## src/rtl/mips_pkg.sv

```systemverilog
// mips_pkg: definitions shared across the MIPS core front end.
//   NOP_INSTR          - instruction word used for IF/ID bubbles (sll $0,$0,0)
//   DEFAULT_RESET_PC   - default reset vector for the fetch unit
//   SEL_*              - next-PC source select encoding
//   branch_offset()    - sign-extended word immediate converted to a byte offset
package mips_pkg;

  localparam logic [31:0] NOP_INSTR        = 32'h0000_0000;
  localparam logic [31:0] DEFAULT_RESET_PC = 32'h0000_0000;

  localparam logic [2:0] SEL_SEQ    = 3'd0;
  localparam logic [2:0] SEL_HOLD   = 3'd1;
  localparam logic [2:0] SEL_BRANCH = 3'd2;
  localparam logic [2:0] SEL_JUMP   = 3'd3;
  localparam logic [2:0] SEL_JR     = 3'd4;

  function automatic logic [31:0] branch_offset(input logic [15:0] imm);
    return {{14{imm[15]}}, imm, 2'b00};
  endfunction

endpackage

```

## src/rtl/next_pc_sel.sv

```systemverilog
// next_pc_sel: combinational next-PC priority encoder and target arithmetic.
// Priority (high to low): jr_en > j_en > br_taken > stall > sequential.
// Reset is handled by the register owner, not here.
// Ports:
//   pc         in  32  current fetch address
//   if_id_pc4  in  32  PC+4 of the instruction currently in ID
//   stall      in  1   hold request
//   br_taken   in  1   conditional branch taken
//   br_imm     in  16  branch word offset
//   j_en       in  1   j/jal
//   j_index    in  26  jump index
//   jr_en      in  1   jr/jalr
//   jr_target  in  32  register target for jr
//   sel        out 3   selected source (SEL_* encoding)
//   next_pc    out 32  PC for the next edge
//   pc_plus4   out 32  pc + 4 (also the IF/ID pc4 value of the fetched word)
module next_pc_sel
  import mips_pkg::*;
(
  input  logic [31:0] pc,
  input  logic [31:0] if_id_pc4,
  input  logic        stall,
  input  logic        br_taken,
  input  logic [15:0] br_imm,
  input  logic        j_en,
  input  logic [25:0] j_index,
  input  logic        jr_en,
  input  logic [31:0] jr_target,
  output logic [2:0]  sel,
  output logic [31:0] next_pc,
  output logic [31:0] pc_plus4
);

  logic [31:0] jr_aligned;
  logic [31:0] jump_target;
  logic [31:0] branch_target;

  // 32-bit adds wrap naturally, giving the modulo-2^32 behaviour.
  assign pc_plus4      = pc + 32'd4;
  assign jr_aligned    = jr_target & 32'hFFFF_FFFC;
  assign jump_target   = {if_id_pc4[31:28], j_index, 2'b00};
  assign branch_target = if_id_pc4 + branch_offset(br_imm);

  always_comb begin
    sel = SEL_SEQ;
    if (jr_en) begin
      sel = SEL_JR;
    end else if (j_en) begin
      sel = SEL_JUMP;
    end else if (br_taken) begin
      sel = SEL_BRANCH;
    end else if (stall) begin
      sel = SEL_HOLD;
    end
  end

  always_comb begin
    next_pc = pc_plus4;
    case (sel)
      SEL_JR:     next_pc = jr_aligned;
      SEL_JUMP:   next_pc = jump_target;
      SEL_BRANCH: next_pc = branch_target;
      SEL_HOLD:   next_pc = pc;
      default:    next_pc = pc_plus4;
    endcase
  end

endmodule

```

## src/rtl/fetch_unit.sv

```systemverilog
// fetch_unit: instruction-fetch stage. Holds the PC and the IF/ID pipeline
// register; next-PC selection lives in next_pc_sel.
// Optional feature macro: FETCH_PERF_CNT_EN adds fetch_count/redirect_count.
// Ports:
//   clk            in  1   rising-edge clock
//   rst            in  1   synchronous active-high reset
//   stall          in  1   freeze PC and IF/ID
//   flush          in  1   bubble into IF/ID at next edge
//   br_taken       in  1   branch in ID taken
//   br_imm         in  16  branch word offset
//   j_en           in  1   j/jal in ID
//   j_index        in  26  jump index
//   jr_en          in  1   jr/jalr in ID
//   jr_target      in  32  jr register value
//   imem_instr     in  32  instruction at pc (combinational memory)
//   pc             out 32  fetch address
//   if_id_instr    out 32  registered instruction
//   if_id_pc4      out 32  registered fetch PC + 4
//   if_id_valid    out 1   IF/ID holds a real instruction
//   fetch_count    out 32  (FETCH_PERF_CNT_EN) valid loads into IF/ID
//   redirect_count out 32  (FETCH_PERF_CNT_EN) redirect edges
module fetch_unit
  import mips_pkg::*;
#(
  parameter logic [31:0] RESET_PC = DEFAULT_RESET_PC
) (
  input  logic        clk,
  input  logic        rst,
  input  logic        stall,
  input  logic        flush,
  input  logic        br_taken,
  input  logic [15:0] br_imm,
  input  logic        j_en,
  input  logic [25:0] j_index,
  input  logic        jr_en,
  input  logic [31:0] jr_target,
  input  logic [31:0] imem_instr,
  output logic [31:0] pc,
  output logic [31:0] if_id_instr,
  output logic [31:0] if_id_pc4,
  output logic        if_id_valid
`ifdef FETCH_PERF_CNT_EN
  ,
  output logic [31:0] fetch_count,
  output logic [31:0] redirect_count
`endif
);

  logic [31:0] pc_reg;
  logic [31:0] if_id_instr_reg;
  logic [31:0] if_id_pc4_reg;
  logic        if_id_valid_reg;

  logic [2:0]  sel;
  logic [31:0] pc_next;
  logic [31:0] pc_plus4;
  logic        redirect;
  logic        load;

  next_pc_sel u_next_pc_sel (
    .pc        (pc_reg),
    .if_id_pc4 (if_id_pc4_reg),
    .stall     (stall),
    .br_taken  (br_taken),
    .br_imm    (br_imm),
    .j_en      (j_en),
    .j_index   (j_index),
    .jr_en     (jr_en),
    .jr_target (jr_target),
    .sel       (sel),
    .next_pc   (pc_next),
    .pc_plus4  (pc_plus4)
  );

  assign redirect = (sel == SEL_JR) || (sel == SEL_JUMP) || (sel == SEL_BRANCH);
  // A real instruction enters IF/ID only when nothing squashes or freezes it.
  assign load     = !redirect && !flush && !stall;

  always_ff @(posedge clk) begin
    if (rst) begin
      pc_reg          <= RESET_PC;
      if_id_instr_reg <= NOP_INSTR;
      if_id_pc4_reg   <= 32'h0;
      if_id_valid_reg <= 1'b0;
    end else begin
      pc_reg <= pc_next;
      // No delay slot: the wrong-path word fetched alongside a redirect is dropped.
      if (redirect || flush) begin
        if_id_instr_reg <= NOP_INSTR;
        if_id_pc4_reg   <= 32'h0;
        if_id_valid_reg <= 1'b0;
      end else if (load) begin
        if_id_instr_reg <= imem_instr;
        if_id_pc4_reg   <= pc_plus4;
        if_id_valid_reg <= 1'b1;
      end
    end
  end

  assign pc          = pc_reg;
  assign if_id_instr = if_id_instr_reg;
  assign if_id_pc4   = if_id_pc4_reg;
  assign if_id_valid = if_id_valid_reg;

`ifdef FETCH_PERF_CNT_EN
  logic [31:0] fetch_count_reg;
  logic [31:0] redirect_count_reg;

  always_ff @(posedge clk) begin
    if (rst) begin
      fetch_count_reg    <= 32'h0;
      redirect_count_reg <= 32'h0;
    end else begin
      if (load) begin
        fetch_count_reg <= fetch_count_reg + 32'd1;
      end
      if (redirect) begin
        redirect_count_reg <= redirect_count_reg + 32'd1;
      end
    end
  end

  assign fetch_count    = fetch_count_reg;
  assign redirect_count = redirect_count_reg;
`endif

endmodule

```

## config.mk

```make
export PLATFORM = sky130hd
export DESIGN_NAME = fetch_unit
export DESIGN_NICKNAME = d
export VERILOG_FILES = /design/src/rtl/mips_pkg.sv /design/src/rtl/next_pc_sel.sv /design/src/rtl/fetch_unit.sv
export SDC_FILE = /design/constraint.sdc
export NUM_CORES = 1
export LEC_CHECK = 0
export ABC_CLOCK_PERIOD_IN_PS = 3300
export BUFFER_PORTS_ARGS = -buffer_cell sky130_fd_sc_hd__buf_4
export CAP_MARGIN = 20
export CORE_MARGIN = 2
export CORE_UTILIZATION = 50
export CTS_CLUSTER_DIAMETER = 200
export DETAILED_ROUTE_END_ITERATION = 10
export MAX_ROUTING_LAYER = met4
export PLACE_DENSITY = 0.77
export SYNTH_ARGS = -nofsm -noshare
export SYNTH_HDL_FRONTEND = slang
export SYNTH_SLANG_ARGS = --single-unit
```

## constraint.sdc

```tcl
create_clock -name clk -period 3.3 [get_ports clk]
set_input_delay 0.33 -clock clk [delete_from_list [all_inputs] [get_ports clk]]
set_output_delay 0.33 -clock clk [all_outputs]
set_load 0.03 [all_outputs]
```

# Word level (Yosys, flattened, before mapping)
# Cells that the tools add are included.
[op_classes]
n_addsub = 2
n_eq_ne = 4
muxes = 5
n_reduce_logical = 9
[op_table]
columns = ["cell", "n"]
rows = [
  ["case mux 32 bit (4 select lines)", 1],
  ["adder 32 x 3 -> 32 bit, second input constant", 1],
  ["adder 32 bit", 1],
  ["two-way mux 3 bit", 3],
  ["equality test 3 x 2 -> 1 bit, second input constant", 2],
  ["equality test 3 x 1 -> 1 bit, second input constant", 1],
  ["equality test 3 bit, second input constant", 1],
  ["logical NOT 1 bit", 3],
  ["logical OR 1 bit", 3],
  ["logical AND 1 bit", 2],
  ["OR reduction 2 bit", 1],
  ["two-way mux 1 bit", 1],
]
[word_totals]
regBits = 97
input_bits = 113
output_inout_bits = 97

# Logic depth before layout (Yosys ltp)
[depth]
depth_word = 10
mapped_depth = 11
ltp_nobuf = 11

# Hierarchy
# Synthesis repeated with hierarchy kept, for this count alone.
[unflattened]
hier_cells = 845
hier_area_um2 = 7353.3
[by_module_without_submodules]
columns = ["mod", "n_inst", "cells_per_inst", "area_each_um2", "seq_area_each_um2"]
rows = [
  ["fetch_unit", 1, 293, 3771.1, 1941.9],
  ["next_pc_sel", 1, 552, 3582.2, 0.0],
]

# Worst setup path after synthesis
# No wires, ideal clock.
[synth_timing]
path_type = "flip-flop to flip-flop"
from = "register if_id_pc4_reg[2] (netlist: if_id_pc4[2])"
to = "register pc_reg[30] (netlist: pc[30])"
setup_ns = 0.137
arrival_time_ns = 2.576
t_required_ns = 3.163
slack_ns = 0.586
stages_incl_launch_ff = 12
path_buffers = 0
period_less_slack_ns = 2.714
cell_sequence = "dfxtp_1 ha_1 fa_1 a211oi_1 o21ai_1 a21boi_1 o2111ai_1 nand3_1 a21o_1 mux2_1 a221oi_1 a211oi_1"
[synth_between]
elab_chain_cells = 2
[synth_rtl]
columns = ["item", "line", "rtl"]
rows = [
  ["start, declared", "fetch_unit.sv:51", "logic [31:0] if_id_pc4_reg;"],
  ["start signal, assigned", "fetch_unit.sv:94", "if_id_pc4_reg <= pc_plus4;"],
  ["adder 32 bit", "next_pc_sel.sv:42", "assign branch_target = if_id_pc4 + branch_offset(br_imm);"],
  ["case mux 32 bit (4 select lines)", "next_pc_sel.sv:59", "case (sel)"],
  ["end signal, assigned", "fetch_unit.sv:86", "pc_reg <= pc_next;"],
  ["end, declared", "fetch_unit.sv:49", "logic [31:0] pc_reg;"],
]
# Every way passes these cells.
# A chain may end at the register's enable or synchronous reset.

# Worst setup path in the final report
# Ends and elaborated chain as after synthesis.

==> results.toml <==
[run_status]
outcome = "finished, final reports clean"

[synthesis]
yosysSeqAreaShare_pct = 30.6
synth_nets = 976
ys_ff_latch = 97
netlist_instances = 832
async_reset_ff_share_pct = 0
synth_edf_count = 0
avgSynthCellArea_sq_um = 7.63
ys_warn_count = 0
ys_types = 69
synth-main-ff-cell = "dfxtp_1"
syn_area_sq_um = 6340

[timing]
max_slew_margin_pct = 59.8
rsz0062_at_grt = "no"
period_needed_ns = 2.95
drv_slew = 0
tightest_slew_ns = 0.602
fin_tns_setup_ns = 0
fin_ws_ns = 0.354
setup_viol = 0
hold_violations = 0
achievable-frequency_ghz = 0.339
fin_crit_sh_pct = 89.3
clock_skew_ns = 0.00738

[placed_design]
pre_cts_ws_ns = 0.240
dpl.cell_count = 1176
gp_congestion = 0.934
portBuffers = 207
hpwlAfterDp_um = 15900
place_area_sq_um = 8060

[pwr]
p_per_area_nw_per_um2 = 345
vdd_ir_drop_max_mv = 0.311
p_leak_nw = 3.48

[floorplanning]
die_h_um = 117
ios = 210
start_util_pct = 50.7
die_w_um = 117
num_rows = 41
core_sq_um = 12500
die_area_sq_um = 13600

[clock_tree]
cts_max_level = 3
clock_path_buffers = 2
numCtsBuffers = 9
cts_setup_buffers = 0
path_clk_slew_ns = 0.07
cts-resized-gates = 0
hold_buffers = 0
cts_tree = "done"
clk_latency_ns = 0.36
clock_sinks = 97
cts_root_buffer = "clkbuf_16"

[finish]
utilization_pct = 66.8
final_net_count = 1159
final_cells = 1192
stdcell_area_sq_um = 8370
num_antenna_cells = 0
drive_gt1_share_pct = 26.0
syn_to_final_growth_pct = 31.8

[global_route]
grt_pass1_vias = 6344
antenna_found_initial = 0
grt_start_max_net_pins = 49
grt_remaining_overflow = 0
grt_pass1_wl_um = 33300
grt_usage_pct = 33.0

[worst_setup_path]
ff2ff_path_depth = 11
required_ns = 3.53
cp_max_fo = 3
crit_arrival_ns = 3.18
crit_type = "reg2reg"
end_kind = "register"
worstSetupStartpointType = "register"

[routing]
first_pass_iters = 6
via_count = 6891
drtIter0Drc = 573
vias_per_cell = 5.78
drc = 0
postRouteWirelength_um = 22100
route.antenna.remaining_nets = 0
wire_per_inst_um = 18.5

[worst_hold_path]
holdPathStages = 2
hp-class = "in2reg"

[job]
cap_violations = 0
==> layout make-up <==
| class | instances | area [sq um] |
|---|---|---|
| Tap cell | 172 | 215 |
| Fill cell | 1122 | 4150 |
| Clock inverter | 7 | 81.3 |
| Multi-Input combinational cell | 665 | 4140 |
| Inverter | 17 | 63.8 |
| Sequential cell | 97 | 1940 |
| Clock buffer | 9 | 225 |
| Timing Repair Buffer | 225 | 1700 |
==> worst paths after layout <==
path | from | endpoint | slack, ns
setup / recovery | if_id_pc4[2]$_SDFFE_PP0P_ | pc[30]$_SDFFE_PP0P_ | 0.35
hold / removal | flush | if_id_pc4[31]$_SDFFE_PP0P_ | 0.17
setup reg to reg | if_id_pc4[2]$_SDFFE_PP0P_ | pc[30]$_SDFFE_PP0P_ | 0.35
hold reg to reg | if_id_instr[23]$_SDFFE_PP0P_ | if_id_instr[23]$_SDFFE_PP0P_ | 0.45
==> worst max-delay path, cell delays in order, from the launching register on <==
cell	delay, ns
dfxtp_1	0.33
ha_1	0.21
fa_1	0.44
a211oi_1	0.31
o21ai_1	0.19
a21boi_1	0.21
o2111ai_1	0.16
nand3_1	0.13
a21o_1	0.14
mux2_1	0.32
a221oi_1	0.29
a211oi_1	0.08
==> cell usage after synthesis, drive strengths merged, types with 4 or more instances <==
cell type | number | area, sq um
a31oi | 6 | 37.5
inv | 17 | 63.8
nor3 | 18 | 95.1
nand4 | 8 | 62.6
nor2b | 8 | 50.1
buf | 12 | 60.1
o211ai | 5 | 37.5
a311oi | 5 | 43.8
clkbuf | 41 | 154
dfxtp | 97 | 1940
and4 | 4 | 37.5
nand2 | 124 | 465
xor2 | 26 | 228
a221oi | 5 | 43.8
o221ai | 10 | 93.8
and2 | 8 | 51.3
a22oi | 5 | 37.5
a21oi | 101 | 505
ha | 30 | 375
xnor2 | 40 | 350
nand3 | 15 | 85.1
or3 | 10 | 67.6
and3 | 11 | 73.8
o22ai | 12 | 75.1
a21o | 12 | 90.1
o21ai | 37 | 185
a211oi | 38 | 290
nor2 | 85 | 322
==> through the flow <==
| stage | hold WS, ns | power, mW |
|---|---|---|
| after floorplan | 0.410 | 1.57 |
| after global placement | 0.434 | 1.81 |
| after detailed placement | 0.447 | 1.81 |
| after CTS | 0.163 | 2.88 |
| after global routing | 0.180 | 2.97 |
| final | 0.174 | 2.88 |
==> routing by layer <==
| layer | share of wire (%) | wire length [um] | track usage (%) | vias to the layer above |
|---|---|---|---|---|
| met3 | 7.3 | 1620 | 3.84 | 37 |
| met1 | 44 | 9760 | 45.1 | 3216 |
| met5 | 0 | 0 | - | - |
| met2 | 47 | 10300 | 50.6 | 281 |
| li1 | - | - | - | 3357 |
| met4 | 1.9 | 421 | 11.4 | 0 |
==> placed cells by master, fill, tap and decap left out, types with 6 or more instances in the layout <==
cell         n
a211oi_1    37
a21o_1      12
a21oi_1    101
a31oi_1      6
and2_1       7
and3_1      10
buf_4      224
clkbuf_16    9
dfxtp_1     97
ha_1        30
inv_1       17
nand2_1    124
nand3_1     13
nand4_1      6
nor2_1      84
nor2b_1      8
nor3_1      15
o21ai_0     35
o221ai_1     9
o22ai_1     12
or3_1        8
xnor2_1     40
xor2_1      26
==> where the power goes <==
group / internal, mW / switching, mW
clock network: 0.541 / 0.545
logic: 0.239 / 0.305
registers: 1.20 / 0.0512
==> kinds of logic (layout without fill, tap and decap cells) <==
| family | after synthesis | after routing | synth area share (%) |
|---|---|---|---|
| mux | 4 | 4 | 0.651 |
| compound gates | 263 | 263 | 26.8 |
| fa+ha+maj | 31 | 31 | 6.23 |
| xor+xnor | 66 | 66 | 9.11 |
| simple gates | 301 | 301 | 22.2 |
| flops | 97 | 97 | 30.6 |
| buf+inv | 70 | 258 | 4.38 |
(Power assumes the default switching activity.)
